`src/rtl/microwave_pkg.sv`:
```
// Shared types and constants for the microwave controller.
// Cook states, BCD digit limits and the bcd_time width helper.
package microwave_pkg;
  typedef enum logic [1:0] {
    IDLE,
    COOK,
    PAUSE,
    DONE
  } state_t;

  localparam logic [3:0] DIGIT_MAX  = 4'd9;
  localparam logic [3:0] TENS_MAX   = 4'd5;
  localparam logic [3:0] POWER_FULL = 4'd10;

  function automatic int bcd_width(input int min_digits);
    return 4 * (min_digits + 2);
  endfunction
endpackage

```
`src/rtl/microwave_if.sv`:
```
// Keypad, button, door and display bundle of the microwave controller.
// master drives the panel inputs, slave is the controller side.
interface microwave_if #(
  parameter int MIN_DIGITS = 1
) ();
  import microwave_pkg::*;

  localparam int W = bcd_width(MIN_DIGITS);

  logic         key_valid;
  logic [3:0]   key_code;
  logic         power_sel;
  logic         startn;
  logic         stopn;
  logic         clearn;
  logic         door_closed;
  logic         mag_on;
  logic         running;
  logic         paused;
  logic         done;
  logic [W-1:0] bcd_time;

  modport master (
    output key_valid, key_code, power_sel,
    output startn, stopn, clearn, door_closed,
    input  mag_on, running, paused, done, bcd_time
  );

  modport slave (
    input  key_valid, key_code, power_sel,
    input  startn, stopn, clearn, door_closed,
    output mag_on, running, paused, done, bcd_time
  );
endinterface

```
`src/rtl/bcd_down_counter.sv`:
```
// mm:ss BCD register: keypad shift-in, clear and one-second decrement.
// Seconds borrow as 0 -> 59; an entered tens digit above 5 counts down as-is.
module bcd_down_counter #(
  parameter int N = 1
) (
  input  logic             clock,
  input  logic             resetn,
  input  logic             load,
  input  logic [3:0]       digit,
  input  logic             dec,
  input  logic             clear,
  output logic [4*N+7:0]   value,
  output logic             zero_next
);
  import microwave_pkg::*;

  localparam int D = N + 2;

  logic [4*D-1:0] dec_val;
  logic           borrow;

  always_comb begin
    dec_val = value;
    borrow  = 1'b0;
    if (value[3:0] != 4'd0) begin
      dec_val[3:0] = value[3:0] - 4'd1;
    end else if (value[7:4] != 4'd0) begin
      dec_val[3:0] = DIGIT_MAX;
      dec_val[7:4] = value[7:4] - 4'd1;
    end else begin
      dec_val[3:0] = DIGIT_MAX;
      dec_val[7:4] = TENS_MAX;
      borrow       = 1'b1;
      for (int i = 2; i < D; i++) begin
        if (borrow) begin
          if (value[4*i+:4] != 4'd0) begin
            dec_val[4*i+:4] = value[4*i+:4] - 4'd1;
            borrow          = 1'b0;
          end else begin
            dec_val[4*i+:4] = DIGIT_MAX;
          end
        end
      end
    end
  end

  assign zero_next = (dec_val == '0);

  always_ff @(posedge clock or negedge resetn) begin
    if (!resetn) begin
      value <= '0;
    end else if (clear) begin
      value <= '0;
    end else if (load) begin
      value <= {value[4*D-5:0], digit};
    end else if (dec) begin
      value <= dec_val;
    end
  end
endmodule

```
`src/rtl/microwave_core.sv`:
```
// Microwave controller: tick prescaler, digit entry, mm:ss countdown, cook FSM.
// MICROWAVE_POWER_LEVEL_EN adds a keypad power level with a 10-tick duty window.
module microwave_core #(
  parameter int CLK_DIV    = 1000,
  parameter int MIN_DIGITS = 1,
  parameter int DONE_SEC   = 3
) (
  input logic        clock,
  input logic        resetn,
  microwave_if.slave bus
);
  import microwave_pkg::*;

  localparam int W  = bcd_width(MIN_DIGITS);
  localparam int PW = $clog2(CLK_DIV);
  localparam int DW = $clog2(DONE_SEC + 1);
  localparam logic [PW-1:0] PS_MAX    = PW'(CLK_DIV - 1);
  localparam logic [DW-1:0] DONE_LAST = DW'(DONE_SEC - 1);

  state_t        state, state_n;
  logic [PW-1:0] ps, ps_n;
  logic [DW-1:0] dcnt, dcnt_n;
  logic          start_prev, stop_prev;
  logic          start_edge, stop_edge;
  logic          clr, tick, sel_power;
  logic          key_digit, key_free;
  logic          cnt_clear, cnt_load, cnt_dec;
  logic          zero_next, time_zero;
  logic          power_gate;
  logic [W-1:0]  value;

  assign start_edge = start_prev & ~bus.startn;
  assign stop_edge  = stop_prev & ~bus.stopn;
  assign clr        = ~bus.clearn;
  assign tick       = (ps == PS_MAX);
  assign time_zero  = (value == '0);
  assign key_free   = ~stop_edge & ~start_edge;
  assign key_digit  = bus.key_valid & ~sel_power
                    & (bus.key_code <= DIGIT_MAX);

  bcd_down_counter #(.N(MIN_DIGITS)) u_cnt (
    .clock     (clock),
    .resetn    (resetn),
    .load      (cnt_load),
    .digit     (bus.key_code),
    .dec       (cnt_dec),
    .clear     (cnt_clear),
    .value     (value),
    .zero_next (zero_next)
  );

  always_ff @(posedge clock or negedge resetn) begin
    if (!resetn) begin
      state      <= IDLE;
      ps         <= '0;
      dcnt       <= '0;
      start_prev <= 1'b1;
      stop_prev  <= 1'b1;
    end else begin
      state      <= state_n;
      ps         <= ps_n;
      dcnt       <= dcnt_n;
      start_prev <= bus.startn;
      stop_prev  <= bus.stopn;
    end
  end

  always_comb begin
    state_n   = state;
    ps_n      = ps;
    dcnt_n    = dcnt;
    cnt_clear = 1'b0;
    cnt_load  = 1'b0;
    cnt_dec   = 1'b0;
    if (clr) begin
      state_n   = IDLE;
      ps_n      = '0;
      cnt_clear = 1'b1;
    end else begin
      unique case (state)
        IDLE: begin
          if (~stop_edge & start_edge & bus.door_closed & ~time_zero) begin
            state_n = COOK;
            ps_n    = '0;
          end else if (key_free & key_digit) begin
            cnt_load = 1'b1;
          end
        end
        COOK: begin
          if (stop_edge | ~bus.door_closed) begin
            state_n = PAUSE;
          end else begin
            ps_n = tick ? '0 : ps + 1'b1;
            if (tick) begin
              cnt_dec = 1'b1;
              if (zero_next) begin
                state_n = DONE;
                dcnt_n  = '0;
              end
            end
          end
        end
        PAUSE: begin
          if (stop_edge) begin
            state_n   = IDLE;
            cnt_clear = 1'b1;
          end else if (start_edge & bus.door_closed) begin
            state_n = COOK;
          end
        end
        DONE: begin
          if (start_edge | stop_edge | bus.key_valid) begin
            state_n = IDLE;
          end else begin
            ps_n = tick ? '0 : ps + 1'b1;
            if (tick) begin
              if (dcnt == DONE_LAST) state_n = IDLE;
              else dcnt_n = dcnt + 1'b1;
            end
          end
        end
        default: state_n = IDLE;
      endcase
    end
  end

`ifdef MICROWAVE_POWER_LEVEL_EN
  logic [3:0] power, power_n;
  logic [3:0] window, window_n;

  assign sel_power = bus.power_sel;

  always_comb begin
    power_n  = power;
    window_n = window;
    if (clr) begin
      power_n = POWER_FULL;
    end else if (bus.key_valid & sel_power & key_free
                 & (bus.key_code <= DIGIT_MAX)
                 & ((state == IDLE) | (state == PAUSE))) begin
      power_n = (bus.key_code == 4'd0) ? POWER_FULL : bus.key_code;
    end
    // window restarts only on a fresh cook, a resume keeps its phase
    if ((state == IDLE) & (state_n == COOK)) begin
      window_n = '0;
    end else if (cnt_dec) begin
      window_n = (window == DIGIT_MAX) ? 4'd0 : window + 4'd1;
    end
  end

  always_ff @(posedge clock or negedge resetn) begin
    if (!resetn) begin
      power  <= POWER_FULL;
      window <= '0;
    end else begin
      power  <= power_n;
      window <= window_n;
    end
  end

  assign power_gate = (window < power);
`else
  logic unused_power_sel;

  assign sel_power        = 1'b0;
  assign power_gate       = 1'b1;
  assign unused_power_sel = bus.power_sel;
`endif

  assign bus.running  = (state == COOK);
  assign bus.paused   = (state == PAUSE);
  assign bus.done     = (state == DONE);
  assign bus.bcd_time = value;
  assign bus.mag_on   = (state == COOK) & bus.door_closed & power_gate;
endmodule

```
`src/flat_wrapper.sv`:
```
// flat-port wrapper written by rule: the top's interface ports become plain ports
module microwave_core_flat import microwave_pkg::*;
#(
  parameter int CLK_DIV    = 1000,
  parameter int MIN_DIGITS = 1,
  parameter int DONE_SEC   = 3
)
  (clock, resetn, bus_key_valid, bus_key_code, bus_power_sel, bus_startn, bus_stopn, bus_clearn, bus_door_closed, bus_mag_on, bus_running, bus_paused, bus_done, bus_bcd_time);
  microwave_if #(.MIN_DIGITS(MIN_DIGITS)) bus_i ();
  input logic clock;
  input logic resetn;
  input wire logic [$bits(bus_i.key_valid)-1:0] bus_key_valid;
  input wire logic [$bits(bus_i.key_code)-1:0] bus_key_code;
  input wire logic [$bits(bus_i.power_sel)-1:0] bus_power_sel;
  input wire logic [$bits(bus_i.startn)-1:0] bus_startn;
  input wire logic [$bits(bus_i.stopn)-1:0] bus_stopn;
  input wire logic [$bits(bus_i.clearn)-1:0] bus_clearn;
  input wire logic [$bits(bus_i.door_closed)-1:0] bus_door_closed;
  output wire logic [$bits(bus_i.mag_on)-1:0] bus_mag_on;
  output wire logic [$bits(bus_i.running)-1:0] bus_running;
  output wire logic [$bits(bus_i.paused)-1:0] bus_paused;
  output wire logic [$bits(bus_i.done)-1:0] bus_done;
  output wire logic [$bits(bus_i.bcd_time)-1:0] bus_bcd_time;
  assign bus_i.key_valid = bus_key_valid;
  assign bus_i.key_code = bus_key_code;
  assign bus_i.power_sel = bus_power_sel;
  assign bus_i.startn = bus_startn;
  assign bus_i.stopn = bus_stopn;
  assign bus_i.clearn = bus_clearn;
  assign bus_i.door_closed = bus_door_closed;
  assign bus_mag_on = bus_i.mag_on;
  assign bus_running = bus_i.running;
  assign bus_paused = bus_i.paused;
  assign bus_done = bus_i.done;
  assign bus_bcd_time = bus_i.bcd_time;
  microwave_core #(.CLK_DIV(CLK_DIV), .MIN_DIGITS(MIN_DIGITS), .DONE_SEC(DONE_SEC)) u_core (.clock(clock), .resetn(resetn), .bus(bus_i));
endmodule
```
`config.mk`:
```
export PLATFORM = sky130hd
export DESIGN_NAME = microwave_core_flat
export DESIGN_NICKNAME = d
export VERILOG_FILES = /design/src/rtl/microwave_pkg.sv /design/src/rtl/microwave_if.sv /design/src/rtl/bcd_down_counter.sv /design/src/rtl/microwave_core.sv /design/src/flat_wrapper.sv
export SDC_FILE = /design/constraint.sdc
export NUM_CORES = 1
export LEC_CHECK = 0
export BUFFER_PORTS_ARGS = -buffer_cell sky130_fd_sc_hd__buf_2
export CORE_MARGIN = 2
export CORE_UTILIZATION = 56
export CTS_CLUSTER_DIAMETER = 120
export CTS_CLUSTER_SIZE = 28
export DETAILED_ROUTE_END_ITERATION = 10
export PLACE_DENSITY = 0.78
export SLEW_MARGIN = 15
export SYNTH_ARGS = -nofsm -noshare
export SYNTH_HDL_FRONTEND = slang
export SYNTH_SLANG_ARGS = --single-unit
export TNS_END_PERCENT = 5
```
`constraint.sdc`:
```
create_clock -name clock -period 2.6 [get_ports clock]
set_clock_uncertainty 0.15 [all_clocks]
set_input_delay 0.39 -clock clock [delete_from_list [all_inputs] [get_ports clock]]
set_output_delay 0.39 -clock clock [all_outputs]
set_load 0.05 [all_outputs]
```
==> results.sh, run 1 <==
export IMPL_status="finished clean"
export IMPL_place_area_sq_um=2000
export IMPL_grt_overflow_total=0
export IMPL_rsz0062_at_grt="no"
export IMPL_slowest_delay_ps=520
export IMPL_comb_power_share_pct=20.2
export IMPL_worstReg2RegStart="u_core.u_cnt.value[1]"
export IMPL_syn_nets=213
export IMPL_worst_ep_arrival_time_ps=2510
export IMPL_start_util_pct=59.1
export IMPL_crit_end="u_core.u_cnt.value[5]"
export IMPL_netlist_cell_type_count=56
export IMPL_drtAntennaViolNets=0
export IMPL_fin_nets=244
export IMPL_vias_per_cell=6.26
export IMPL_dpl_hpwl_um=3070
export IMPL_num_io_pins=28
export IMPL_period_share_pct=93.0
export IMPL_p_sw_w=0.000274
export IMPL_r2r_cells=5
export IMPL_drt_initial_drc_count=146
export IMPL_synth_area_leaders="dfrtp_1, o21ai_0, nor2_1"
export IMPL_hold_violations=0
export IMPL_critPathMaxFanout=10
export IMPL_avgSynthCellArea_sq_um=9.07
export IMPL_hp_class="input port to register"
export IMPL_synth_flop_cell="dfrtp_1"
export IMPL_crit_family="buffers and inverters"
export IMPL_cts_num_sinks=28
export IMPL_min_from="bus_key_code[1]"
export IMPL_synth_xor_area_share_pct=2.91
export IMPL_grt_pass1_wl_um=6980
export IMPL_peakVddDrop_mv=0.291
export IMPL_worstPathCellList="dlygate4sd3_1 -> buf_2 -> nand2b_1 -> nand4_1 -> buf_4 -> nor3_2 -> mux2i_1 -> a211oi_1"
export IMPL_ff_latch_area_sq_um=703
export IMPL_design_area_sq_um=2080
export IMPL_ys_warn_count=0
export IMPL_die_area_sq_um=3690
export IMPL_drive_above_1_share_pct=25.3
export IMPL_slew_viol_final=0
export IMPL_yosys_area_share_simple_pct=31.1
export IMPL_critPathLaunchType="input port"
export IMPL_clock_path_buffers=2
export IMPL_grt_antenna_before_repair=0
export IMPL_setup_violations_final=0
export IMPL_wl_per_cell_um=15.5
export IMPL_dr_pass1_iters=5
export IMPL_die_w_um=60.8
export IMPL_hold_depth=3
export IMPL_worst_pin_slew_ps=618
export IMPL_slowest_stage="dlygate4sd3_1"
export IMPL_synth_top_family_by_area="simple AND/OR/NAND/NOR gates"
export IMPL_hold_ws_ps=179
export IMPL_fillers=268
export IMPL_grt_max_degree=29
export IMPL_syn_instance_count=199
export IMPL_synth_most_common_cell="dfrtp_1"
export IMPL_core_area_sq_um=3050
export IMPL_timing_setup_tns_ps=0
export IMPL_ys_seq_area_share_pct=39.0
export IMPL_max_slew_margin_pct=58.8
export IMPL_port_buffers=26
export IMPL_path_depth=8
export IMPL_synthMuxAreaShare_pct=1.18
export IMPL_cp_startpoint="bus_stopn"
export IMPL_endpoint_kind="register"
export IMPL_ys_async_sr_fraction_pct=100
export IMPL_ys_seq_elements=28
export IMPL_netlist_area_sq_um=1800
export IMPL_setup_worst_path_class="input port to register"
export IMPL_r2r_end="u_core.u_cnt.value[5]"
export IMPL_power_frac_clock_pct=30.4
export IMPL_r2r_slack_ps=200
export IMPL_fp_dieH_um=60.8
export IMPL_synth_edff_count=0
export IMPL_synth_top_cell_by_area="dfrtp_1"
export IMPL_max_freq_mhz=414
export IMPL_dp_cells=266
export IMPL_netSwitchingFraction_pct=29.1
export IMPL_cts_tree="built"
export IMPL_row_count=20
export IMPL_htreeDepth=1
export IMPL_grt_usage_pct=24.6
export IMPL_multiInputGateArea_sq_um=1050
export IMPL_synth_compound_area_share_pct=21.3
export IMPL_clockRootBuffer="clkbuf_4"
export IMPL_worstSkewPairLatency_ps=330
export IMPL_diodes=0
export IMPL_synth_top_area_share_pct=36.1
export IMPL_intPower_w=0.000669
export IMPL_ys_top_cells_by_count="dfrtp_1, nor2_1, nand2_1, o21ai_0, a211oi_1"
export IMPL_final_util_pct=68.1
export IMPL_p_seq_share_pct=49.4
export IMPL_drc_errors=0
export IMPL_clk_pin_slew_ps=150
export IMPL_synthAdderAreaFrac_pct=1.39
export IMPL_fin_crit_ps=2420
export IMPL_routed_via_count=1709
export IMPL_p_leak_nw=0.898
export IMPL_crit_required_ps=2690
export IMPL_numCtsBuffers=3
export IMPL_gp_congestion=0.842
export IMPL_power_density_nw_per_um2=453
export IMPL_area_growth_pct=15.3
export IMPL_finalNonFillerCells=273
export IMPL_drt_wl_total_um=4230
export IMPL_crit_buf_inv=3
export IMPL_maxCapViolCount=0
export IMPL_grt_pass1_vias=1569
metrics by stage:
stage	setup slack (ps)	total power [W]
3_3_place_gp	268	0.000654
2_1_floorplan	202	0.000603
3_5_place_dp	207	0.000660
5_1_grt	45.2	0.000990
6_report	182	0.000943
4_1_cts	179	0.000949
worst min-delay path: stages:
cell and delay (ps):
buf_2 80, o22ai_1 70, nor2_1 80
cells by family after synthesis:
group / Yosys count
adders and majority gates: 2
DFF: 28
and+or+nand+nor: 94
xor gates and xnor gates: 6
buffers and inverters: 12
AOI/OAI and AO/OA: 55
muxes: 2
layer usage:
metal  global-route usage, %  part of all wire, %  vias to the layer above
met2                    42.9                   49                       75
li1                        -                    -                      812
met4                    6.21                 0.68                        0
met3                    1.92                  6.5                        4
met5                       0                    0                        -
met1                    33.2                   44                      818
layout make-up:
class                      count  area share [%]
sequential                    28            33.8
inverter                       2           0.361
clock inverter                 1            1.44
tap                           44            2.65
timing repair buffer          36            10.2
clock buffer                   3            1.08
multi-input combinational    159            50.4
worst min path at each step:
| stage | to | slack, ps |
|---|---|---|
| floorplan | u_core.dcnt[0] | -60 |
| global placement | u_core.u_cnt.value[7] | 290 |
| detailed placement | u_core.u_cnt.value[6] | 300 |
| CTS | u_core.start_prev | 3 |
| global route | u_core.u_cnt.value[1] | 180 |
| finish | u_core.u_cnt.value[1] | 180 |
sequential cells by signal, summed over array words and instances, names as in the netlist:
name and flops:
u_core.ps 10, u_core.stop_prev 1, u_core.dcnt 2, u_core.u_cnt.value 12, u_core.start_prev 1, u_core.state 2
power by group through the flow:
stage | Combinational, W | Clock [W] | Sequential (W)
5_1_grt | 0.000207 | 0.000314 | 0.000469
3_5_place_dp | 0.000186 | 0 | 0.000474
3_3_place_gp | 0.000182 | 0 | 0.000472
6_report | 0.000191 | 0.000286 | 0.000466
2_1_floorplan | 0.000106 | 0 | 0.000498
4_1_cts | 0.000189 | 0.000295 | 0.000466
cell usage in the layout, fill, tap and decap left out, types with 6 or more instances in the layout:
master	count
a211oi_1	7
buf_2	26
dfrtp_1	26
buf_4	7
o21ai_0	17
nor2_1	22
a21oi_1	6
xnor2_1	6
nand2_1	17
timing repair:
action / CTS / global route
hold buffers: 2 / 1
hold endpoints to repair: 27 / 1
setup endpoints to repair: 0 / 1
resized for setup: 0 / 1
buffers inserted: 0 / 0
No activity file was read; power rests on OpenSTA's default activity.
==> inputs of run 2 (changes only) <==
- BUFFER_PORTS_ARGS: -buffer_cell sky130_fd_sc_hd__buf_2 -> not set
- CORE_UTILIZATION: 56 -> 60
- CTS_CLUSTER_DIAMETER: 120 -> 200
- DONT_BUFFER_PORTS: not set -> 1
- PLACE_DENSITY: 0.78 -> 0.75
==> run 2 against run 1 <==
  * The run now ends with DRC left
  * First-iteration DRC count decreased by 38%
  * Final cell count decreased by 9.5%
  * Sequential power decreased by 2%
  * Global-route usage increased by 2.9 points
  * Critical path depth decreased by 3
  * Highest routed layer unchanged
==> results.sh, run 2 (synthesis gave the netlist of run 1 again) <==
export IMPL_status="finished with violations"
export IMPL_failed_checks="DRC"
export IMPL_crit_required_ps=2710
export IMPL_die_w_um=58.8
export IMPL_fp_dieH_um=58.8
export IMPL_worst_ep_arrival_time_ps=2550
export IMPL_power_density_nw_per_um2=429
export IMPL_routed_via_count=1670
export IMPL_slew_viol_final=0
export IMPL_fin_crit_ps=2440
export IMPL_dr_pass1_iters=7
export IMPL_maxCapViolCount=0
export IMPL_drtAntennaViolNets=0
export IMPL_fin_nets=231
export IMPL_grt_usage_pct=27.5
export IMPL_setup_worst_path_class="register to register"
export IMPL_worst_pin_slew_ps=582
export IMPL_dpl_hpwl_um=3180
export IMPL_wl_per_cell_um=17.6
export IMPL_peakVddDrop_mv=0.361
export IMPL_row_count=19
export IMPL_hold_depth=2
export IMPL_post_cts_buffers=0
export IMPL_timing_setup_tns_ps=0
export IMPL_clockRootBuffer="clkbuf_4"
export IMPL_clk_pin_slew_ps=150
export IMPL_drt_wl_total_um=4340
export IMPL_gp_congestion=0.859
export IMPL_diodes=0
export IMPL_critPathLaunchType="register"
export IMPL_period_share_pct=93.9
export IMPL_largest_reg_flops=12
export IMPL_die_area_sq_um=3460
export IMPL_cts_tree="built"
export IMPL_area_growth_pct=12.8
export IMPL_core_area_sq_um=2810
export IMPL_max_freq_mhz=409
export IMPL_p_leak_nw=0.839
export IMPL_clock_path_buffers=2
export IMPL_num_io_pins=28
export IMPL_grt_max_degree=29
export IMPL_port_buffers=0
export IMPL_cts_num_sinks=28
export IMPL_vias_per_cell=6.76
export IMPL_setup_violations_final=0
export IMPL_grt_pass1_vias=1574
export IMPL_critPathMaxFanout=11
export IMPL_start_util_pct=64.3
export IMPL_grt_overflow_total=0
export IMPL_hold_ws_ps=34.0
export IMPL_endpoint_kind="register"
export IMPL_htreeDepth=1
export IMPL_rsz0062_at_grt="no"
export IMPL_most_common_layout_cells="dfrtp_1, nor2_1, buf_4"
export IMPL_grt_pass1_wl_um=7370
export IMPL_worstSkewPairLatency_ps=330
export IMPL_reg_top3="u_core.u_cnt.value x12, u_core.ps x10"
export IMPL_drive_above_1_share_pct=20.4
export IMPL_hold_violations=0
export IMPL_grt_antenna_before_repair=0
export IMPL_numCtsBuffers=3
export IMPL_fillers=218
export IMPL_hp_class="input port to register"
export IMPL_final_common_cell="dfrtp_1"
export IMPL_r2r_cells=5
export IMPL_drt_initial_drc_count=91
export IMPL_max_slew_margin_pct=60.9
export IMPL_drc_errors=1
export IMPL_largest_register="u_core.u_cnt.value"
run 2: changes by cell type in the layout (fill, tap and decap cells not counted), sizes merged:
cell,previous run,this run
buf,33,20
bufinv,1,0
clkbuf,3,4
run 2: report_power, final:
part	internal [W]	switching [W]	leakage (nW)
clock	0.0000858	0.000130	0.0210
combinational	0.0000655	0.000132	0.436
sequential	0.000448	0.0000102	0.381
total	0.000600	0.000272	0.839
run 2: metal layers:
layer | vias up | global-route usage [%] | wire length (um)
met4 | 0 | 6.49 | 47
met2 | 64 | 46.0 | 2120
met3 | 6 | 4.40 | 275
li1 | 793 | - | -
met1 | 807 | 37.4 | 1890
met5 | - | 0 | 0
run 2: final timing paths:
path / start / to / slack [ps]
setup / recovery: u_core.u_cnt.value[8] / u_core.ps[7] / 160
hold / removal: bus_clearn / u_core.state[0] / 30
setup reg to reg: u_core.u_cnt.value[8] / u_core.ps[7] / 160
hold reg to reg: u_core.ps[8] / u_core.ps[8] / 370
max in group asynchronous: resetn / u_core.start_prev / 1750
min in group asynchronous: resetn / u_core.u_cnt.value[9] / 320
run 2: layout make-up:
cell class / count / area (sq um) / area share (%)
multi-input cells: 159 / 1060 / 51.9
flip-flops and latches: 28 / 703 / 34.6
repair buffers: 23 / 193 / 9.47
well taps: 31 / 38.8 / 1.91
clock buffers: 4 / 36.3 / 1.78
inverters: 2 / 7.51 / 0.369
run 2: metrics by stage:
stage                     utilization, %  total power, W  instance area [sq um]  std cells  worst slack, ps
after floorplan                        -        0.000603                   1810        199              202
after global placement              69.1        0.000639                   1940        239              330
after detailed placement            69.1        0.000645                   1940        239              184
after CTS                           72.2        0.000875                   2030        247              154
after global routing                72.5        0.000903                   2030        247             23.7
final                               72.5        0.000872                   2030        247              158
run 2: critical path, stage by stage (launching register included):
cell     delay, ps
dfrtp_1        400
or4_1          590
nor4_1         470
o311a_1        440
o21ai_0        200
o21ai_0        120
run 2: repair_timing:
action	4_1_cts	5_1_grt
setup endpoints to repair	0	1
resized for setup	0	1
hold buffers	4	0
hold endpoints to repair	30	0
